===== config.mk =====
export PLATFORM = sky130hd
export DESIGN_NAME = reg_dump_unit_flat
export DESIGN_NICKNAME = d
export VERILOG_FILES = /design/src/rtl/reg_dump_pkg.sv /design/src/rtl/reg_dump_if.sv /design/src/rtl/reg_dump_timer.sv /design/src/rtl/reg_dump_unit.sv /design/src/flat_wrapper.sv
export SDC_FILE = /design/constraint.sdc
export NUM_CORES = 1
export LEC_CHECK = 0
export BUFFER_PORTS_ARGS = -buffer_cell sky130_fd_sc_hd__buf_2
export CAP_MARGIN = 20
export CORE_ASPECT_RATIO = 1.75
export CORE_UTILIZATION = 45
export DETAILED_ROUTE_END_ITERATION = 8
export PLACE_DENSITY_LB_ADDON = 0.08
export SKIP_LAST_GASP = 1
export SLEW_MARGIN = 20
export SYNTH_ARGS = -nofsm -noshare
export SYNTH_HDL_FRONTEND = slang
export SYNTH_SLANG_ARGS = --single-unit

===== constraint.sdc =====
create_clock -name clk -period 7.7 [get_ports clk]
set_input_delay 1.54 -clock clk [delete_from_list [all_inputs] [get_ports clk]]
set_output_delay 1.54 -clock clk [all_outputs]
set_load 0.02 [all_outputs]

===== src/rtl/reg_dump_pkg.sv =====
// Shared defaults and FSM state type for the register-file dump engine.
// The CSUM state exists only when REG_DUMP_CHECKSUM_EN is defined.
package reg_dump_pkg;

  localparam int unsigned XLEN_DEFAULT    = 32;
  localparam int unsigned NREGS_DEFAULT   = 32;
  localparam int unsigned TIMEOUT_DEFAULT = 500;

`ifdef REG_DUMP_CHECKSUM_EN
  typedef enum logic [2:0] {StIdle, StRead, StSend, StCsum, StDone} state_e;
`else
  typedef enum logic [2:0] {StIdle, StRead, StSend, StDone} state_e;
`endif

endpackage


===== src/rtl/reg_dump_if.sv =====
// Valid/ready stream carrying one index/value pair per transfer.
interface reg_dump_if
  import reg_dump_pkg::*;
#(
  parameter int unsigned XLEN = XLEN_DEFAULT,
  parameter int unsigned IDXW = $clog2(NREGS_DEFAULT + 1)
);

  logic            dump_valid;
  logic            dump_ready;
  logic [IDXW-1:0] dump_idx;
  logic [XLEN-1:0] dump_data;
  logic            dump_last;

  modport master (
    output dump_valid,
    output dump_idx,
    output dump_data,
    output dump_last,
    input  dump_ready
  );

  modport slave (
    input  dump_valid,
    input  dump_idx,
    input  dump_data,
    input  dump_last,
    output dump_ready
  );

endinterface


===== src/rtl/reg_dump_timer.sv =====
// Saturating cycle counter since reset release, one-shot timeout trigger
// and halt rising-edge detector.
module reg_dump_timer
  import reg_dump_pkg::*;
#(
  parameter int unsigned TIMEOUT = TIMEOUT_DEFAULT
) (
  input  logic        clk,
  input  logic        reset,
  input  logic        halt,
  output logic [31:0] cycle_count,
  output logic        auto_trig,
  output logic        halt_rise
);

  logic halt_q;

  always_ff @(posedge clk or posedge reset) begin
    if (reset) begin
      cycle_count <= '0;
      halt_q      <= 1'b0;
    end else begin
      if (cycle_count != '1) begin
        cycle_count <= cycle_count + 32'd1;
      end
      halt_q <= halt;
    end
  end

  assign halt_rise = halt & ~halt_q;

  // Exact compare: once the counter moves past the match it can never recur.
  assign auto_trig = (TIMEOUT != 0) && (cycle_count == 32'(TIMEOUT - 1));

endmodule


===== src/rtl/reg_dump_unit.sv =====
// Register-file dump engine: on start, halt edge or timeout, streams x0..x(NREGS-1).
// Define REG_DUMP_CHECKSUM_EN to append an XOR checksum word at index NREGS.
module reg_dump_unit
  import reg_dump_pkg::*;
#(
  parameter int unsigned XLEN    = XLEN_DEFAULT,
  parameter int unsigned NREGS   = NREGS_DEFAULT,
  parameter int unsigned TIMEOUT = TIMEOUT_DEFAULT,
  parameter int unsigned IDXW    = $clog2(NREGS + 1),
  localparam int unsigned AW     = $clog2(NREGS)
) (
  input  logic            clk,
  input  logic            reset,
  input  logic            start,
  input  logic            halt,
  output logic [AW-1:0]   rf_raddr,
  input  logic [XLEN-1:0] rf_rdata,
  reg_dump_if.master      dump,
  output logic            busy,
  output logic            done,
  output logic [31:0]     cycle_count
);

  state_e          state_q;
  logic [AW-1:0]   idx_q;
  logic            valid_q;
  logic            last_q;
  logic [IDXW-1:0] didx_q;
  logic [XLEN-1:0] data_q;
  logic            trigger;
  logic            auto_trig;
  logic            halt_rise;
  logic            at_last;
`ifdef REG_DUMP_CHECKSUM_EN
  logic [XLEN-1:0] csum_q;
`endif

  reg_dump_timer #(
    .TIMEOUT(TIMEOUT)
  ) u_timer (
    .clk        (clk),
    .reset      (reset),
    .halt       (halt),
    .cycle_count(cycle_count),
    .auto_trig  (auto_trig),
    .halt_rise  (halt_rise)
  );

  assign trigger  = start | halt_rise | auto_trig;
  assign at_last  = (idx_q == AW'(NREGS - 1));
  assign rf_raddr = idx_q;

  assign dump.dump_valid = valid_q;
  assign dump.dump_idx   = didx_q;
  assign dump.dump_data  = data_q;
  assign dump.dump_last  = last_q;

  always_ff @(posedge clk or posedge reset) begin
    if (reset) begin
      state_q <= StIdle;
      idx_q   <= '0;
      valid_q <= 1'b0;
      last_q  <= 1'b0;
      didx_q  <= '0;
      data_q  <= '0;
      busy    <= 1'b0;
      done    <= 1'b0;
`ifdef REG_DUMP_CHECKSUM_EN
      csum_q  <= '0;
`endif
    end else begin
      unique case (state_q)
        StIdle, StDone: begin
          if (trigger) begin
            state_q <= StRead;
            idx_q   <= '0;
            busy    <= 1'b1;
            done    <= 1'b0;
`ifdef REG_DUMP_CHECKSUM_EN
            csum_q  <= '0;
`endif
          end
        end
        StRead: begin
          data_q  <= rf_rdata;
          didx_q  <= IDXW'(idx_q);
          valid_q <= 1'b1;
`ifdef REG_DUMP_CHECKSUM_EN
          last_q  <= 1'b0;
          csum_q  <= csum_q ^ rf_rdata;
`else
          last_q  <= at_last;
`endif
          state_q <= StSend;
        end
        StSend: begin
          if (dump.dump_ready) begin
            if (!at_last) begin
              valid_q <= 1'b0;
              idx_q   <= idx_q + AW'(1);
              state_q <= StRead;
            end else begin
`ifdef REG_DUMP_CHECKSUM_EN
              // Valid stays high: the checksum word follows back-to-back.
              didx_q  <= IDXW'(NREGS);
              data_q  <= csum_q;
              last_q  <= 1'b1;
              state_q <= StCsum;
`else
              valid_q <= 1'b0;
              last_q  <= 1'b0;
              busy    <= 1'b0;
              done    <= 1'b1;
              state_q <= StDone;
`endif
            end
          end
        end
`ifdef REG_DUMP_CHECKSUM_EN
        StCsum: begin
          if (dump.dump_ready) begin
            valid_q <= 1'b0;
            last_q  <= 1'b0;
            busy    <= 1'b0;
            done    <= 1'b1;
            state_q <= StDone;
          end
        end
`endif
        default: state_q <= StIdle;
      endcase
    end
  end

endmodule


===== src/flat_wrapper.sv =====
// flat-port wrapper written by rule: the top's interface ports become plain ports
module reg_dump_unit_flat import reg_dump_pkg::*;
#(
  parameter int unsigned XLEN    = XLEN_DEFAULT,
  parameter int unsigned NREGS   = NREGS_DEFAULT,
  parameter int unsigned TIMEOUT = TIMEOUT_DEFAULT,
  parameter int unsigned IDXW    = $clog2(NREGS + 1),
  localparam int unsigned AW     = $clog2(NREGS)
)
  (clk, reset, start, halt, rf_raddr, rf_rdata, busy, done, cycle_count, dump_dump_valid, dump_dump_idx, dump_dump_data, dump_dump_last, dump_dump_ready);
  reg_dump_if #(.XLEN(XLEN), .IDXW(IDXW)) dump_i ();
  input  logic clk;
  input  logic reset;
  input  logic start;
  input  logic halt;
  output logic [AW-1:0] rf_raddr;
  input  logic [XLEN-1:0] rf_rdata;
  output logic busy;
  output logic done;
  output logic [31:0] cycle_count;
  output wire logic [$bits(dump_i.dump_valid)-1:0] dump_dump_valid;
  output wire logic [$bits(dump_i.dump_idx)-1:0] dump_dump_idx;
  output wire logic [$bits(dump_i.dump_data)-1:0] dump_dump_data;
  output wire logic [$bits(dump_i.dump_last)-1:0] dump_dump_last;
  input wire logic [$bits(dump_i.dump_ready)-1:0] dump_dump_ready;
  assign dump_dump_valid = dump_i.dump_valid;
  assign dump_dump_idx = dump_i.dump_idx;
  assign dump_dump_data = dump_i.dump_data;
  assign dump_dump_last = dump_i.dump_last;
  assign dump_i.dump_ready = dump_dump_ready;
  reg_dump_unit #(.XLEN(XLEN), .NREGS(NREGS), .TIMEOUT(TIMEOUT), .IDXW(IDXW)) u_core (.clk(clk), .reset(reset), .start(start), .halt(halt), .rf_raddr(rf_raddr), .rf_rdata(rf_rdata), .dump(dump_i), .busy(busy), .done(done), .cycle_count(cycle_count));
endmodule

==> run_results.csv, run 1 <==
group,metric,value,unit
status,status,"complete, no violations",
finish,syn2layout_area_growth,26.13,%
synthesis,yosysSeqAreaShare,0.5584,
critical_path,endpoint_kind,"register",
route,remaining_drc_errors,0,
clock_network,cts_made_buffers,9,
timing,rsz0062_at_grt,"false",
timing,tightest_slew,0.9563,ns
power,powerDensity,341.9,nW/µm²
clock_network,clk_latency,0.33,ns
flow_run,drv_cap,0,
power,peakVddDrop,0.0001726,V
clock_network,post_cts_buffers,0,
route,drtPass1Iterations,4,
clock_network,cts_resized,0,
critical_path,cp_max_fo,12,
synthesis,synth_top_family_by_area,"simple AND/OR/NAND/NOR gates",
route,postRouteAntennaNets,0,
critical_path,worstPathRequired,7.92,ns
synthesis,synth-edff-count,0,
finish,design_area,4578,µm²
clock_network,cts.clk_slew.worst_paths,0.06,ns
critical_path,crit_arrival,2.99,ns
route,drt_iter0_markers,148,
synthesis,yosys.area_share.simple,0.1541,
synthesis,muxShareOfSynthArea,0.1337,
timing,fin_crit_sh,0.3594,
synthesis,synth-seq-cells,81,
place,hpwl,5.794,mm
critical_path,cp-start-kind,"primary input",
synthesis,synth_nets,343,
finish,layout-drive-gt1-share,0.4153,
synthesis,yosysMostFrequentCell,"dfrtp_1",
timing,drv_slew,0,
floorplan,fp.dieH,120.8,µm
grt,antenna_found_initial,0,
clock_network,htreeDepth,3,
route,wl,8.042,mm
grt,grt.overflow.total,0,
clock_network,cts_num_sinks,81,
synthesis,synth-compound-area-share,0.03930,
grt,grt_start_max_net_pins,82,
synthesis,synth_warnings,0,
synthesis,synth-main-ff-cell,"dfrtp_1",
timing,max_slew_margin,0.3625,
clock_network,cts-hold-fix-buffers,0,
timing,fmax,361.3,MHz
finish,nets,458,
synthesis,synth_cell_types,41,
synthesis,yosys-top-cells-area,"dfrtp_1, mux2_2, xnor2_1, xor2_1, nand4_1",
grt,grt_pass1_wl,13.75,mm
floorplan,core,7855,µm²
synthesis,async_reset_ff_frac,1.000,
route,wire_per_inst,15.80,µm
synthesis,synth_top_area_cell,"dfrtp_1",
floorplan,start_util,0.4621,
floorplan,rows,43,
route,via_count,2752,
finish,multiInputGateArea,1514,µm²
hold_path,min_path_type,"reg2reg",
finish,n_antenna_cell,0,
place,numPortBuffers,114,
synthesis,synthXorXnorAreaFrac,0.06756,
synthesis,synth_cells,300,
timing,fin_worst_skew,0.004139,ns
synthesis,synth_common_cells,"dfrtp_1, mux2_2, nand2_1",
clock_network,root_buffer,"clkbuf_16",
place,placed_area,4263,µm²
synthesis,netlist_area,3630,µm²
critical_path,worstSetupPathType,"in2reg",
timing,final_hold_viol_count,0,
floorplan,io_pins,116,
timing,whs,0.4975,ns
floorplan,dieArea,8443,µm²
clock_network,cts_tree,"yes",
timing,fin_tns_setup,0,ns
finish,seqCellArea,2027,µm²
timing,setup_viol,0,
finish,fill_cells,704,
timing,period_needed,2.768,ns
route,vias_per_cell,5.407,
grt,grt_usage,0.2089,
synthesis,avgSynthCellArea,12.10,µm²
synthesis,synthAdderAreaFrac,0.02068,
clock_network,clockBufferDepth,2,
floorplan,die_w,69.89,µm
power,p_leak,2.288,nW
place,finalWeightedCongestion,0.8434,
synthesis,synth_top_area_frac,0.5584,
grt,first_global_vias,2863,
==> worst max-delay path, cell delays in order <==
cell,delay [ns]
buf_2,0.08
nor2b_1,0.17
nor3b_1,0.07
o21ai_1,0.45
o21ai_0,0.32
mux2_2,0.34
==> placed cells by master, fill, tap and decap left out, types with 8 or more instances in the layout <==
master and count:
dfrtp_1 81, xnor2_1 15, nand4_1 15, nand3_1 9
mux2_2 40, xor2_1 13, nor3_1 8, nand2_1 19
nor2_1 15, buf_2 114, clkbuf_16 9
==> final timing paths <==
check,start,depth (start not counted),to,slack (ns)
hold / removal,u_core.dump.dump_data[29],1,u_core.dump.dump_data[29],0.50
hold reg to reg,u_core.dump.dump_data[29],1,u_core.dump.dump_data[29],0.50
setup reg to reg,u_core.u_timer.cycle_count[0],6,u_core.rf_raddr[0],5.10
setup / recovery,halt,6,u_core.rf_raddr[0],4.93
max in group asynchronous,reset,3,u_core.dump.dump_idx[2],5.80
min in group asynchronous,reset,3,u_core.dump.dump_data[10],1.38
==> cell type report <==
type / instances / share of cell area
tap: 90 / 0.02460
sequential: 81 / 0.4427
clock buffer: 12 / 0.05384
clock inverter: 3 / 0.01421
timing repair buffer: 115 / 0.1271
multi-input combinational: 200 / 0.3307
inverter: 8 / 0.006832
==> metal layers <==
layer,routed length [µm],share of wire,up-vias,track usage
li1,-,-,1307,-
met1,3114,0.39,1350,0.2340
met2,4385,0.55,80,0.3720
met3,352,0.044,15,0.04083
met4,190,0.024,0,0.1050
met5,0,0,-,0
==> state kept, by name, summed over array words and instances (netlist names), 2 cells and up <==
signal                      flops
u_core.dump.dump_data          32
u_core.u_timer.cycle_count     32
u_core.dump.dump_idx            5
u_core.rf_raddr                 5
u_core.state_q                  2
==> stage by stage <==
step                worst slack [ns]  utilization  instances  power [mW]
detailed placement             4.449       0.5427        494       1.129
global placement               4.592       0.5427        494       1.116
global route                   4.818       0.5828        509       1.652
floorplan                      4.080            -        300      0.9664
finish                         4.932       0.5828        509       1.565
CTS                            4.691       0.5824        509       1.586
==> kinds of logic after synthesis <==
family	after synthesis
and+or+nand+nor	100
DFF	81
muxes	43
xor gates and xnor gates	28
AOI/OAI and AO/OA	22
buffers and inverters	19
adders and majority gates	6
other	1
==> power by group <==
part           leakage [nW]  internal (mW)  switching [mW]  total [mW]
Sequential             1.02          0.533          0.0526       0.586
Clock                 0.153          0.291           0.160       0.451
Combinational          1.11          0.228           0.301       0.529
Total                  2.29           1.05           0.513        1.57
(Power assumes the default switching activity.)
==> run 2, diff against run 1 <==
--- a/config.mk
+++ b/config.mk
@@ -5,6 +5,7 @@
 export SDC_FILE = /design/constraint.sdc
 export NUM_CORES = 1
 export LEC_CHECK = 0
+export ABC_AREA = 1
 export BUFFER_PORTS_ARGS = -buffer_cell sky130_fd_sc_hd__buf_2
 export CAP_MARGIN = 20
 export CORE_ASPECT_RATIO = 1.75
==> constraint.sdc (replaced) <==
create_clock -name clk -period 2.8 [get_ports clk]
set_input_delay 0.56 -clock clk [delete_from_list [all_inputs] [get_ports clk]]
set_output_delay 0.56 -clock clk [all_outputs]
set_load 0.02 [all_outputs]
==> run 2 against run 1 <==
  * Utilization is 0.36 points higher
  * Synthesized area increased by 14%
  * Non-clock buffer count rose by 2
  * Sequential power rose to 2.8 times the previous value
  * Count of clock-buffer cells in the layout down 1
  * Hold slack got worse by 0.20 ns
  * Flip-flop and latch count did not move
  * Setup slack lost 4.2 ns
  * Combinational power increased to 2.8 times the previous value
==> run_results.csv, run 2 <==
group,metric,value,unit
route,vias_per_cell,4.961,
critical_path,endpoint_kind,"register",
clock_network,cts_resized,0,
floorplan,rows,45,
timing,rsz0062_at_grt,"false",
clock_network,clockBufferDepth,2,
critical_path,crit_arrival,2.26,ns
synthesis,yosysMostFrequentCell,"nand2_1",
critical_path,r2r_setup_slack,0.72,ns
timing,fin_worst_skew,0.005575,ns
timing,period_needed,2.075,ns
route,wire_per_inst,15.37,µm
synthesis,synth-main-ff-cell,"dfrtp_1",
clock_network,cts-hold-fix-buffers,0,
grt,first_global_vias,3765,
critical_path,rr_endpoint,"u_core.u_timer.cycle_count[0]",
grt,grt_pass1_wl,18.69,mm
place,finalWeightedCongestion,0.9458,
synthesis,synth_cells,535,
clock_network,post_cts_buffers,0,
power,powerDensity,863.0,nW/µm²
flow_run,drv_cap,0,
place,hpwl,9.032,mm
floorplan,fp.dieH,128.7,µm
clock_network,root_buffer,"clkbuf_16",
critical_path,endpoint,"u_core.u_timer.cycle_count[0]",
floorplan,start_util,0.4697,
synthesis,synth-seq-cells,81,
floorplan,dieArea,9569,µm²
synthesis,synth_nets,578,
grt,grt.overflow.total,0,
clock_network,cts_made_buffers,9,
timing,fin_crit_sh,0.7412,
place,post-place-ws,0.7219,ns
critical_path,worstSetupPathType,"reg2reg",
clock_network,htreeDepth,3,
route,via_count,3830,
timing,tightest_slew,0.7695,ns
power,p_leak,2.906,nW
route,drt_iter0_markers,259,
status,status,"complete, no violations",
timing,max_slew_margin,0.4816,
route,remaining_drc_errors,0,
timing,final_hold_viol_count,0,
synthesis,netlist_area,4125,µm²
timing,fmax,481.8,MHz
synthesis,synth_common_cells,"nand2_1, dfrtp_1, nor2_1",
floorplan,io_pins,116,
critical_path,r2r_cells,7,
critical_path,cp_max_fo,28,
clock_network,cts.clk_slew.worst_paths,0.06,ns
finish,final_common_cell,"nand2_1",
grt,antenna_found_initial,0,
timing,setup_ws,0.7245,ns
finish,nets,695,
finish,syn2layout_area_growth,24.87,%
timing,fin_tns_setup,0,ns
synthesis,synth_warnings,0,
synthesis,async_reset_ff_frac,1.000,
synthesis,synth_cell_types,28,
synthesis,yosys-top-cells-area,"dfrtp_1, nand2_1, nand3_2, nor2_1, inv_1",
synthesis,synth-edff-count,0,
route,wl,11.86,mm
clock_network,clk_latency,0.33,ns
floorplan,die_w,74.38,µm
hold_path,min_path_type,"in2async",
timing,setup_viol,0,
synthesis,synth_top_area_frac,0.4914,
synthesis,avgSynthCellArea,7.711,µm²
synthesis,yosysSeqAreaShare,0.4914,
critical_path,crit_path_start,"u_core.u_timer.cycle_count[0]",
route,drtPass1Iterations,4,
clock_network,cts_tree,"yes",
place,numPortBuffers,114,
finish,layout-drive-gt1-share,0.2565,
route,postRouteAntennaNets,0,
floorplan,core,8783,µm²
critical_path,reg2reg_from,"u_core.u_timer.cycle_count[0]",
critical_path,cp-start-kind,"register",
synthesis,synth_top_area_cell,"dfrtp_1",
timing,drv_slew,0,
finish,n_antenna_cell,0,
power,peakVddDrop,0.0006282,V
critical_path,worstPathRequired,2.99,ns
grt,grt_usage,0.2705,
clock_network,cts_num_sinks,81,
finish,final_cell_mix,"nand2_1, buf_2, dfrtp_1",
grt,grt_start_max_net_pins,47,
==> run 2: layout make-up <==
class                      count  area [µm²]
sequential                    81        2027
timing repair buffer         117       605.6
multi-input combinational    392        1847
clock buffer                  11       242.7
fill                         880        3632
inverter                      51       192.7
clock inverter                 3       90.09
tap                          117       146.4
==> run 2: cell families after synthesis <==
logic type | share of synthesized area
other | 0.0009090
flip-flops | 0.4914
AND/OR/NAND/NOR | 0.3891
adder cells (fa/ha/maj) | 0.01820
AO/OA/AOI/OAI | 0.03094
buffers and inverters | 0.06096
XOR/XNOR | 0.008492
==> run 2: worst min path at each step <==
stage,start,endpoint,cells after the start
after CTS,reset,u_core.rf_raddr[3],2
after floorplan,u_core.state_q[1],u_core.state_q[1],2
after detailed placement,u_core.dump.dump_data[0],u_core.dump.dump_data[0],2
after global placement,u_core.dump.dump_data[11],u_core.dump.dump_data[11],2
after global routing,reset,u_core.rf_raddr[3],2
final,reset,u_core.busy,2
==> run 2: per-layer routing <==
| layer | routed length [µm] | track usage | part of all wire |
|---|---|---|---|
| met2 | 6470 | 0.4769 | 0.55 |
| met4 | 745 | 0.1820 | 0.063 |
| met5 | 0 | 0 | 0 |
| met1 | 4166 | 0.2767 | 0.35 |
| met3 | 479 | 0.05638 | 0.040 |
==> run 2: worst max-delay path, stage by stage, from the launching register on <==
cell and delay [ns]:
dfrtp_1 0.48, ha_1 0.30, inv_2 0.08, nor2_4 0.16, nand2_4 0.10, nor2_8 0.14, nand3_4 0.38, xor2_1 0.27
==> run 2: power breakdown <==
| group | switching (mW) | total, mW | internal (mW) |
|---|---|---|---|
| combinational | 1.04 | 1.50 | 0.458 |
| sequential | 0.158 | 1.63 | 1.47 |
| clock | 0.435 | 1.32 | 0.886 |
| total | 1.63 | 4.45 | 2.81 |
==> run 2: per-stage QoR <==
step | util | area (µm²) | std cells | hold slack (ns) | total power [mW]
after global placement | 0.5486 | 4818 | 758 | 0.4493 | 3.127
after detailed placement | 0.5486 | 4818 | 758 | 0.4538 | 3.166
after floorplan | - | 4125 | 535 | 0.4841 | 2.652
final | 0.5865 | 5151 | 772 | 0.2978 | 4.446
after global routing | 0.5865 | 5151 | 772 | 0.3362 | 4.727
after CTS | 0.5865 | 5151 | 772 | 0.3080 | 4.509
==> run 3, diff against run 2 <==
==> constraint.sdc (replaced) <==
create_clock -name clk -period 1.9 [get_ports clk]
set_input_delay 0.38 -clock clk [delete_from_list [all_inputs] [get_ports clk]]
set_output_delay 0.38 -clock clk [all_outputs]
set_load 0.02 [all_outputs]
==> run 3 against run 2 <==
  * Utilization grew 0.13 points
  * Final cell count up 1.3%
  * Via count increased by 0.78%
  * First-iteration DRC count down 31%
  * Register-to-register slack got worse by 0.57 ns
  * Non-clock buffer count increased by 8
  * Critical path type unchanged
  * Largest power group unchanged
  * Highest routed layer unchanged
==> run_results.csv, run 3 (synthesized netlist as in run 2, its figures left out) <==
group,metric,value,unit
timing,final_hold_viol_count,0,
clock_network,cts.clk_slew.worst_paths,0.06,ns
floorplan,io_pins,116,
timing,setup_ws,0.1516,ns
critical_path,worstPathRequired,2.17,ns
finish,final_common_cell,"nand2_1",
route,vias_per_cell,4.936,
floorplan,rows,45,
floorplan,fp.dieH,128.7,µm
critical_path,cp-start-kind,"register",
floorplan,die_w,74.38,µm
grt,top_usage_layer,"met2",
timing,drv_slew,0,
route,drtPass1Iterations,4,
hold_path,min_path_type,"in2async",
floorplan,dieArea,9569,µm²
power,p_leak,2.913,nW
grt,antenna_found_initial,0,
timing,fmax,572.0,MHz
critical_path,rr_endpoint,"u_core.u_timer.cycle_count[28]",
clock_network,cts_num_sinks,81,
critical_path,reg2reg_from,"u_core.u_timer.cycle_count[20]",
clock_network,htreeDepth,3,
timing,fin_tns_setup,0,ns
route,postRouteAntennaNets,0,
clock_network,clockBufferDepth,2,
timing,rsz0062_at_grt,"false",
clock_network,clk_latency,0.33,ns
grt,grt_pass1_wl,17.92,mm
critical_path,crit_arrival,2.01,ns
clock_network,post_cts_buffers,0,
route,wire_per_inst,14.66,µm
grt,met3_usage,0.04229,
grt,grt.overflow.total,0,
grt,grtUsageMet1,0.2616,
grt,grt_start_max_net_pins,49,
clock_network,root_buffer,"clkbuf_16",
critical_path,endpoint_kind,"register",
finish,multiInputGateArea,1847,µm²
status,status,"complete, no violations",
finish,final_cell_mix,"nand2_1, buf_2, dfrtp_1",
place,hpwl,8.891,mm
grt,met2_usage,0.4563,
finish,seqCellArea,2027,µm²
timing,setup_viol,0,
floorplan,core,8783,µm²
finish,fill_cells,872,
critical_path,cp_max_fo,14,
place,numPortBuffers,114,
route,remaining_drc_errors,0,
critical_path,worstSetupPathType,"reg2reg",
route,via_count,3860,
route,wl,11.47,mm
clock_network,cts_made_buffers,9,
finish,n_antenna_cell,0,
finish,layout-drive-gt1-share,0.2692,
place,post-place-ws,0.1148,ns
power,peakVddDrop,0.001101,V
finish,syn2layout_area_growth,25.14,%
critical_path,r2r_setup_slack,0.15,ns
clock_network,cts-hold-fix-buffers,0,
place,finalWeightedCongestion,0.9409,
timing,fin_crit_sh,0.9202,
critical_path,r2r_cells,6,
timing,period_needed,1.748,ns
grt,first_global_vias,3745,
grt,grt_usage,0.2535,
floorplan,start_util,0.4697,
clock_network,cts_tree,"yes",
route,drt_iter0_markers,179,
finish,nets,703,
flow_run,drv_cap,0,
timing,fin_worst_skew,0.005914,ns
power,powerDensity,1219,nW/µm²
## run 3: worst max path at each step
stage / end / depth (start not counted) / slack (ns) / start
floorplan: u_core.u_timer.cycle_count[17] / 8 / 0.20 / u_core.u_timer.cycle_count[0]
global placement: u_core.u_timer.cycle_count[25] / 8 / 0.17 / u_core.u_timer.cycle_count[1]
detailed placement: u_core.rf_raddr[4] / 6 / 0.11 / u_core.state_q[0]
CTS: u_core.rf_raddr[4] / 6 / 0.07 / u_core.state_q[0]
global route: u_core.u_timer.cycle_count[28] / 8 / 0.04 / u_core.u_timer.cycle_count[1]
finish: u_core.u_timer.cycle_count[28] / 6 / 0.15 / u_core.u_timer.cycle_count[20]
## run 3: metrics by stage
step | power, mW | util | area (µm²) | hold WS, ns | std cells
floorplan | 3.909 | - | 4129 | 0.4114 | 535
global placement | 4.653 | 0.5557 | 4881 | 0.4494 | 766
detailed placement | 4.714 | 0.5557 | 4881 | 0.4540 | 766
CTS | 6.366 | 0.5877 | 5162 | 0.1138 | 782
global route | 6.706 | 0.5877 | 5162 | 0.1308 | 782
finish | 6.292 | 0.5877 | 5162 | 0.09744 | 782
## run 3: per-layer routing
metal	wire length, µm	vias up
li1	-	1919
met4	644	0
met2	6214	135
met3	433	42
met1	4173	1764
met5	0	-
## run 3: what timing repair did
action	CTS	global route
endpoints found under the hold margin	0	0
setup endpoints to repair	0	7
resized for setup	0	1
## run 3: area by class of cell
class,instances,area share
clock buffer,10,0.04629
inverter,51,0.03781
sequential,81,0.3926
multi-input combinational,392,0.3577
tap,117,0.02836
timing repair buffer,125,0.1289
clock inverter,6,0.008240
## run 3: report_power, final
part / switching, mW / internal (mW) / total (mW) / leakage, nW
Clock: 0.708 / 0.923 / 1.63 / 0.135
Sequential: 0.242 / 2.17 / 2.41 / 1.04
Combinational: 1.54 / 0.710 / 2.25 / 1.73
## run 3: critical path, stage by stage (launching register included)
cell and delay [ns]:
dfrtp_1 0.51, nand2_1 0.11, nor2_1 0.22, and2_1 0.25, nand3_4 0.22, buf_4 0.27
nand3_1 0.09
